**config.mk**
```make
export PLATFORM = sky130hd
export DESIGN_NAME = muldiv_seq
export DESIGN_NICKNAME = d
export VERILOG_FILES = /design/src/rtl/muldiv_seq.sv
export SDC_FILE = /design/constraint.sdc
export NUM_CORES = 2
export LEC_CHECK = 0
export ABC_AREA = 1
export BUFFER_PORTS_ARGS = -buffer_cell sky130_fd_sc_hd__buf_2
export CAP_MARGIN = 0
export CORE_ASPECT_RATIO = 0.6
export CORE_MARGIN = 3
export CORE_UTILIZATION = 50
export DETAILED_ROUTE_END_ITERATION = 8
export GPL_ROUTABILITY_DRIVEN = 0
export GPL_TIMING_DRIVEN = 0
export PLACE_DENSITY = 0.66
export SETUP_SLACK_MARGIN = 0.5
export SYNTH_ARGS = -nofsm -noshare
export SYNTH_HDL_FRONTEND = slang
export SYNTH_SLANG_ARGS = --single-unit
```
**constraint.sdc**
```tcl
create_clock -name i_clk -period 10.9 [get_ports i_clk]
set_clock_uncertainty 0.05 [all_clocks]
set_input_delay 1.09 -clock i_clk [delete_from_list [all_inputs] [get_ports i_clk]]
set_output_delay 1.09 -clock i_clk [all_outputs]
set_load 0.02 [all_outputs]
```
**src/rtl/muldiv_seq.sv**
```systemverilog
// Sequential M-extension unit: multi-cycle multiply and radix-2 restoring divide
// behind a single-entry valid/ready request/result handshake.
module muldiv_seq #(
   parameter int XLEN       = 32,
   parameter int MUL_CYCLES = 2
) (
   input  logic            i_clk,
   input  logic            i_rst_n,
   input  logic            i_req_valid,
   output logic            o_req_ready,
   input  logic [31:0]     i_instr,
   input  logic [XLEN-1:0] i_op_a,
   input  logic [XLEN-1:0] i_op_b,
   input  logic            i_flush,
   output logic            o_res_valid,
   input  logic            i_res_ready,
   output logic [XLEN-1:0] o_result,
   output logic            o_busy
);

   localparam int CW = $clog2(XLEN + 1);
   localparam int PW = 2 * XLEN + 2;

   typedef enum logic [1:0] {S_IDLE, S_MUL, S_DIV, S_DONE} state_t;

   state_t          r_state, w_state_nxt;
   logic [XLEN-1:0] r_a, r_b, r_quo, r_rem, r_result;
   logic [2:0]      r_f3;
   logic [CW-1:0]   r_cnt;

   // request decode and divide bypass detection on the incoming operands
   logic            w_is_m, w_accept, w_in_sgn, w_div0, w_ovf, w_bypass;
   logic [2:0]      w_in_f3;
   logic [XLEN-1:0] w_byp_res, w_a_mag_in;

   assign w_is_m     = (i_instr[6:0] == 7'b0110011) && (i_instr[31:25] == 7'b0000001);
   assign w_accept   = i_req_valid && (r_state == S_IDLE) && !i_flush && w_is_m;
   assign w_in_f3    = i_instr[14:12];
   assign w_in_sgn   = ~w_in_f3[0];
   assign w_div0     = (i_op_b == '0);
   assign w_ovf      = w_in_sgn && (i_op_a == {1'b1, {(XLEN-1){1'b0}}}) && (i_op_b == '1);
   assign w_bypass   = w_in_f3[2] && (w_div0 || w_ovf);
   assign w_byp_res  = w_div0 ? (w_in_f3[1] ? i_op_a : '1) : (w_in_f3[1] ? '0 : i_op_a);
   assign w_a_mag_in = (w_in_sgn && i_op_a[XLEN-1]) ? -i_op_a : i_op_a;

   // divide iteration on magnitudes; quotient bits shift in where dividend bits shift out
   logic            w_sgn, w_ge;
   logic [XLEN-1:0] w_b_mag, w_quo_nxt, w_q_fin, w_r_fin, w_div_res;
   logic [XLEN:0]   w_shift, w_diff, w_rem_nxt;

   assign w_sgn     = ~r_f3[0];
   assign w_b_mag   = (w_sgn && r_b[XLEN-1]) ? -r_b : r_b;
   assign w_shift   = {r_rem, r_quo[XLEN-1]};
   assign w_diff    = w_shift - {1'b0, w_b_mag};
   assign w_ge      = ~w_diff[XLEN];
   assign w_rem_nxt = w_ge ? w_diff : w_shift;
   assign w_quo_nxt = {r_quo[XLEN-2:0], w_ge};
   assign w_q_fin   = (w_sgn && (r_a[XLEN-1] ^ r_b[XLEN-1])) ? -w_quo_nxt : w_quo_nxt;
   assign w_r_fin   = (w_sgn && r_a[XLEN-1]) ? -w_rem_nxt[XLEN-1:0] : w_rem_nxt[XLEN-1:0];
   assign w_div_res = r_f3[1] ? w_r_fin : w_q_fin;

   // one wide signed multiply covers all four variants by choosing the operand extension
   logic [PW-1:0]   w_ma, w_mb, w_prod;
   logic [XLEN-1:0] w_mul_res;

   assign w_ma      = {{(XLEN+2){(r_f3[1:0] != 2'b11) & r_a[XLEN-1]}}, r_a};
   assign w_mb      = {{(XLEN+2){~r_f3[1] & r_b[XLEN-1]}}, r_b};
   assign w_prod    = w_ma * w_mb;
   assign w_mul_res = (r_f3[1:0] == 2'b00) ? w_prod[XLEN-1:0] : w_prod[2*XLEN-1:XLEN];

   logic w_unused;
   assign w_unused = ^{i_instr[24:15], i_instr[11:7], w_prod[PW-1:2*XLEN], w_rem_nxt[XLEN], r_f3[2]};

   logic            w_ld_res;
   logic [XLEN-1:0] w_res_nxt;

   always_ff @(posedge i_clk or negedge i_rst_n) begin
      if (!i_rst_n) r_state <= S_IDLE;
      else          r_state <= w_state_nxt;
   end

   always_comb begin
      w_state_nxt = r_state;
      w_ld_res    = 1'b0;
      w_res_nxt   = '0;
      case (r_state)
         S_IDLE: begin
            if (w_accept) begin
               if (!w_in_f3[2]) begin
                  w_state_nxt = S_MUL;
               end else if (w_bypass) begin
                  w_state_nxt = S_DONE;
                  w_ld_res    = 1'b1;
                  w_res_nxt   = w_byp_res;
               end else begin
                  w_state_nxt = S_DIV;
               end
            end
         end
         S_MUL: begin
            if (r_cnt == CW'(MUL_CYCLES - 1)) begin
               w_state_nxt = S_DONE;
               w_ld_res    = 1'b1;
               w_res_nxt   = w_mul_res;
            end
         end
         S_DIV: begin
            if (r_cnt == CW'(XLEN - 1)) begin
               w_state_nxt = S_DONE;
               w_ld_res    = 1'b1;
               w_res_nxt   = w_div_res;
            end
         end
         S_DONE: begin
            if (i_res_ready) w_state_nxt = S_IDLE;
         end
         default: w_state_nxt = S_IDLE;
      endcase
      if (i_flush) begin
         w_state_nxt = S_IDLE;
         w_ld_res    = 1'b0;
      end
   end

   always_ff @(posedge i_clk or negedge i_rst_n) begin
      if (!i_rst_n) begin
         r_a      <= '0;
         r_b      <= '0;
         r_f3     <= '0;
         r_quo    <= '0;
         r_rem    <= '0;
         r_cnt    <= '0;
         r_result <= '0;
      end else begin
         if (w_ld_res) r_result <= w_res_nxt;
         if (!i_flush && (r_state == S_MUL || r_state == S_DIV) && w_state_nxt == r_state)
            r_cnt <= r_cnt + CW'(1);
         else
            r_cnt <= '0;
         if (w_accept) begin
            r_a   <= i_op_a;
            r_b   <= i_op_b;
            r_f3  <= w_in_f3;
            r_rem <= '0;
            r_quo <= w_a_mag_in;
         end else if (r_state == S_DIV && !i_flush) begin
            r_rem <= w_rem_nxt[XLEN-1:0];
            r_quo <= w_quo_nxt;
         end
      end
   end

   assign o_req_ready = (r_state == S_IDLE);
   assign o_busy      = (r_state != S_IDLE);
   assign o_res_valid = (r_state == S_DONE);
   assign o_result    = r_result;

endmodule

```
; ---- Word-level counts from Yosys, hierarchy flattened
; Cells that the tools add are included.
[totals]
in_bits = 101
regBits = 170
wordCells = 91
[op_classes]
mux = 36
eq_ne = 11
n_addsub = 6
n_reduce_logical = 22
bitwise = 7
n_mul = 1
[op_table]
columns = operator, count
row1 = $mux W32, 19
row2 = $neg A32 Y32, 4
row3 = $pmux W32 S3, 1
row4 = $eq A32 B32 Y1 const B, 2
row5 = $mul A33 B33 Y64, 1
row6 = $sub A33 B32 Y33, 1
row7 = $logic_not A32 Y1, 1
row8 = $logic_and A1 B1 Y1, 14
row9 = $mux W2, 6
row10 = $pmux W2 S4, 1
row11 = $eq A7 B1 Y1 const B, 1
row12 = $eq A7 B6 Y1 const B, 1
row13 = $mux W1, 7
row14 = $add A6 B1 Y6 const B, 1
row15 = $eq A6 B1 Y1 const B, 1
row16 = $eq A6 B5 Y1 const B, 1
row17 = $mux W6, 1
row18 = $eq A2 B2 Y1 const B, 2
row19 = $logic_not A2 Y1, 2
row20 = $not A1 Y1, 4
row21 = $reduce_bool A2 Y1, 2
row22 = $pmux W1 S3, 1
row23 = $and A1 B1 Y1, 2
row24 = $eq A2 B1 Y1 const B, 1
row25 = 5 further kinds, 6

; ---- Depth between registers and ports, before layout
[depth]
ltp_word = 13
ltp_mapped = 48
mapped_depth_nobuf = 45

; ---- Worst setup path before layout
; Ideal clock, no wire load.
[synth_timing]
path_kind = reg-to-reg
start = register r_f3[0]
end = register r_result[26] (netlist: o_result[26])
synth_period_minus_slack_ns = 8.233
path_slack_ns = 2.667
setup_time_ns = 0.073
stages_incl_launch_ff = 33
n_path_buf = 2
arrival_time_ns = 8.110
required_ns = 10.777
path_cell_list = dfrtp_1 > clkbuf_1 > a21oi_1 > inv_1 > clkbuf_1 > nor2_1 > fa_1 > inv_1 > fa_1 > inv_1 > fa_1 > inv_1 > fa_1 > inv_1 > fa_1 > fa_1 > fa_1 > inv_1 > fa_1 > inv_1 > ha_1 > inv_1 > o21ai_0 > a31oi_1 > o21ai_0 > a221oi_1 > o211ai_1 > and2_1 > o21ai_0 > nand3_1 > o21ai_0 > nor2_1 > a21oi_2
[synth_between]
elab_chain_len = 10
elab_cells_between_ends = 21
cone_classes = 3 x add/sub / 1 x mul / 1 x eq/ne / 9 x mux / 3 x bitwise / 4 x reduce/logical
[synth_lines]
columns = element, line_no
row1 = "start, declared", 28  ; logic [2:0] r_f3;
row2 = "start signal, assigned", 143  ; r_f3 <= w_in_f3;
row3 = $not A1 Y1, 51  ; assign w_sgn = ~r_f3[0];
row4 = $logic_and A1 B1 Y1, 52  ; assign w_b_mag = (w_sgn && r_b[XLEN-1]) ? -r_b : r_b;
row5 = $mux W32, 52
row6 = $sub A33 B32 Y33, 54  ; assign w_diff = w_shift - {1'b0, w_b_mag};
row7 = $mux W32 / $not A1 Y1 (equally long branches), "56, 55"
row8 = $neg A32 Y32 (on tied branches), "59, 58"
row9 = $mux W32 (on tied branches), "59, 58"
row10 = $mux W32, 60  ; assign w_div_res = r_f3[1] ? w_r_fin : w_q_fin;
row11 = $mux W32, 108  ; if (r_cnt == CW'(XLEN - 1)) begin
row12 = $pmux W32 S3 (*), 86  ; case (r_state)
row13 = "end signal, assigned", 135  ; if (w_ld_res) r_result <= w_res_nxt;
row14 = "end, declared", 27  ; logic [XLEN-1:0] r_a, r_b, r_quo, r_rem, r_result;
; Every way passes the cells marked *; elsewhere a longest branch is shown, timed or not.
; A chain may end at the register's enable or synchronous reset.

; ---- Worst setup path in the final report
[layout_timing]
start = register r_b[31]
end = register r_result[12] (netlist: o_result[12])
[layout_between]
elab_chain_len = 9
elab_cells_between_ends = 19
cone_classes = 4 x add/sub / 1 x mul / 9 x mux / 3 x bitwise / 2 x reduce/logical
[layout_lines]
columns = element, line_no
row1 = "start, declared", 27
row2 = "start signal, assigned", 142  ; r_b <= i_op_b;
row3 = $neg A32 Y32 / $logic_and A1 B1 Y1 (equally long branches), 52
row4 = $mux W32, 52
row5 = $sub A33 B32 Y33, 54
row6 = $mux W32 / $not A1 Y1 (equally long branches), "56, 55"
row7 = $neg A32 Y32 (on tied branches), "59, 58"
row8 = $mux W32 (on tied branches), "59, 58"
row9 = $mux W32, 60
row10 = $mux W32, 108
row11 = $pmux W32 S3 (*), 86
; Marked as above.

==> metrics.txt <==
status=finished, violations left; failing checks=DRC; Worst Max-Slew Pin Slew=1.45 ns; max_cap viols=0; fin worst setup slack=0.344 ns; P&R area growth vs syn=6.10%; dpl ws=0.00631 ns; met2 usage=47.3%; period utilisation layout=96.8%; syn avg cell area=7.57 µm²; flip-flop and latch count after synthesis=170; drt total wl=232000 µm; initial antenna violation count=9; drt first pass iters=9; Area after DPL=55800 µm²; Worst setup SP type=flip-flop; vias in the first global route=48.1k; grt met1 use=57.8%; Post-synth EDFFs=0; final instance area=56700 µm²; syn_nets=8544; Most common cell on crit path=fa_1; Syn. warnings=0; max-slew violation count=0; worst setup path start=r_b[31]$_DFFE_PN0P_; cell count of the worst reg-to-reg path=28; Critical Path End=o_result[12]$_DFFE_PN0P_; grt total ovfl=0; Cell Count, Final, Fillers Out=8636; Fin. Hold Viols=0; CTS tree=built; grt peak-use layer=met1; min Tclk post-route=10.56 ns; slowest stage cell, crit path=clkbuf_1; Routed Antenna Nets=0; worst min-delay path class=flip-flop to flip-flop; CP Class=flip-flop to flip-flop; placed cell count=8591; pin count of the biggest net entering global routing=109; CP arrival=10.88 ns; vias per cell=5.88; FF-to-FF End=o_result[12]$_DFFE_PN0P_; met3 usage=33.8%; Horiz. Die Dim=428 µm; Seq/Total Area, Yosys=7.96%; ys flop type=dfrtp_1; site row count=92; Max FO, Critical Path=10; share of cells above drive strength 1=3.99%; die area=111000 µm²; Crit path buffers/inverters=8; P_leak=31.8 nW; num ports=136; Mapped Area=53400 µm²; distinct cell type count after synthesis=63; slowest stage delay, CP=0.86 ns; ys async rst share=100%; total track usage=41.7%; htree depth=4; CP Capture Type=flip-flop; Critical R2R Launch=r_b[31]$_DFFE_PN0P_; Data required, critical path=11.22 ns; maximum buffer depth of the clock tree=3; Max Freq=94.7 MHz; root buf cell=clkbuf_16; Final setup viols=0; first-pass GRT wire length=331000 µm; clock slew at reported path FFs=0.07 ns; synthesized netlist cell count=7060; Initial Utilization=50.7%; Vert. Die Dim=259 µm; DR DRC count=30; CTS Buf Count=25; stages on the worst setup path=28; DP Wirelength=198000 µm; NumNets Final=8695; R2R setup slack=0.34 ns; Worst VDD drop=0.000165 V; worst rel slew slack=3.64%; routed vias=50.8k; IO buf count=120; CTS Sinks=170; Hold Slack=0.452 ns; hold_buf cts=0; RSZ-0062 raised after global routing=yes; delay-heaviest family, CP=adder cells; per-cell routed wire length=26.8 µm; PD cells=104 nW/µm²; DR iter-0 viols=8639; core area=105000 µm²; clk_lat worst skew=0.53 ns; setup TNS=0 ns
-- worst min-delay path by stage --
stage | startpoint | to | slack (ns) | cells past startpoint
after detailed placement | r_cnt[0]$_DFF_PN0_ | r_cnt[0]$_DFF_PN0_ | 0.45 | 1
after global routing | i_rst_n | r_cnt[2]$_DFF_PN0_ | 0.49 | 1
after floorplan | r_cnt[0]$_DFF_PN0_ | r_cnt[0]$_DFF_PN0_ | 0.41 | 1
final | r_cnt[0]$_DFF_PN0_ | r_cnt[0]$_DFF_PN0_ | 0.45 | 1
after CTS | r_cnt[0]$_DFF_PN0_ | r_cnt[0]$_DFF_PN0_ | 0.46 | 1
after global placement | r_cnt[0]$_DFF_PN0_ | r_cnt[0]$_DFF_PN0_ | 0.43 | 1
-- synthesized netlist by cell type, types with 5 or more instances --
cell	number	area (µm²)
nand2_2	28	175
o21bai_1	17	128
a21oi_1	219	1100
nor2_1	363	1360
nand4_1	53	332
dfrtp_1	170	4250
clkbuf_1	289	1080
nor3_1	46	230
fa_1	1126	22500
nand3b_1	11	82.6
o22ai_1	35	219
o221ai_1	13	114
xor2_1	50	438
ha_1	257	3220
o21a_1	6	45.0
or2_2	14	87.6
clkinv_1	6	22.5
buf_1	40	150
inv_2	7	26.3
o31ai_1	10	75.1
a21oi_2	5	43.8
a221oi_1	5	43.8
o21ai_0	219	1100
a31oi_1	25	156
nor2_2	10	62.6
nand2_4	8	90.1
nand2_1	1723	6470
and3_1	6	37.5
a21o_1	12	90.1
xnor2_1	36	315
inv_1	1908	7160
a311oi_1	6	52.6
nor4_1	27	169
o21ai_1	5	25.0
a41oi_1	7	61.3
nand3_1	204	1020
o211ai_1	37	278
-- stage by stage --
| stage | utilization [%] | power (mW) |
|---|---|---|
| global placement | 52.9 | 4.76 |
| detailed placement | 52.9 | 4.81 |
| finish | 53.7 | 5.92 |
| floorplan | - | 3.42 |
| global route | 53.7 | 6.15 |
| CTS | 53.7 | 5.60 |
-- registers in the layout, summed over array words and instances (netlist names) --
signal,cells
r_rem,32
r_state,2
r_a,32
o_result,32
r_cnt,6
r_b,32
r_quo,32
r_f3,2
-- cell families (layout without fill, tap and decap cells) --
kind of cell | Yosys count | in the layout | synth area share [%]
compound gates | 651 | 651 | 7.13
xor+xnor | 86 | 86 | 1.41
fa+ha+maj | 1383 | 1383 | 48.2
buf+inv | 2259 | 2416 | 16.0
flops | 170 | 170 | 7.96
other cells | 0 | 9 | 0
simple gates | 2511 | 2511 | 19.3
-- power by group --
part,total [mW],switching (mW),leakage (nW),internal (mW)
combinational,4.12,2.95,29.4,1.17
sequential,1.01,0.204,2.10,0.804
clock,0.791,0.325,0.356,0.466
-- worst reg2reg max path, delay by kind of cell (launching register included) --
kind,cells,cell delay [ns]
AND/OR/NAND/NOR,5,0.86
AO/OA/AOI/OAI,6,2.00
buffers and inverters,8,2.38
adder cells (fa/ha/maj),9,4.59
flip-flops,1,0.51
-- metal layers --
layer  wire [µm]  vias to the layer above
met4        7540                       32
met3       56000                      531
met2       76800                     4576
met1       90300                    24700
li1            -                    20900
met5        1080                        -
-- repair_timing --
item,4_1_cts,5_1_grt
hold endpoints to repair,0,0
cloned,0,0
pin swaps,0,0
endpoints found under the setup margin,11,27
setup buffers,3,0
resized for setup,3,68
-- cell usage in the layout, fill, tap and decap left out, drive strengths merged, types with 10 or more instances in the layout --
cell	instances
inv	1914
nand2	1760
fa	1126
nor2	377
clkbuf	316
ha	257
o21ai	229
a21oi	225
nand3	210
dfrtp	170
buf	168
nand4	53
xor2	50
nor3	46
o211ai	37
xnor2	36
o22ai	35
nor4	27
a31oi	25
o21bai	18
or2	14
o221ai	13
a21o	12
nand3b	11
o31ai	10
-- cell type report --
type	count	area, µm²
Fill cell	10200	48800
Multi-Input combinational cell	4631	40600
Inverter	1921	7210
Sequential cell	170	4250
Tap cell	1410	1760
Buffer	338	1380
Timing Repair Buffer	124	661
Clock buffer	26	639
Clock inverter	7	93.8
Antenna cell	9	22.5
Note: power is estimated with default switching activity, not from simulation.
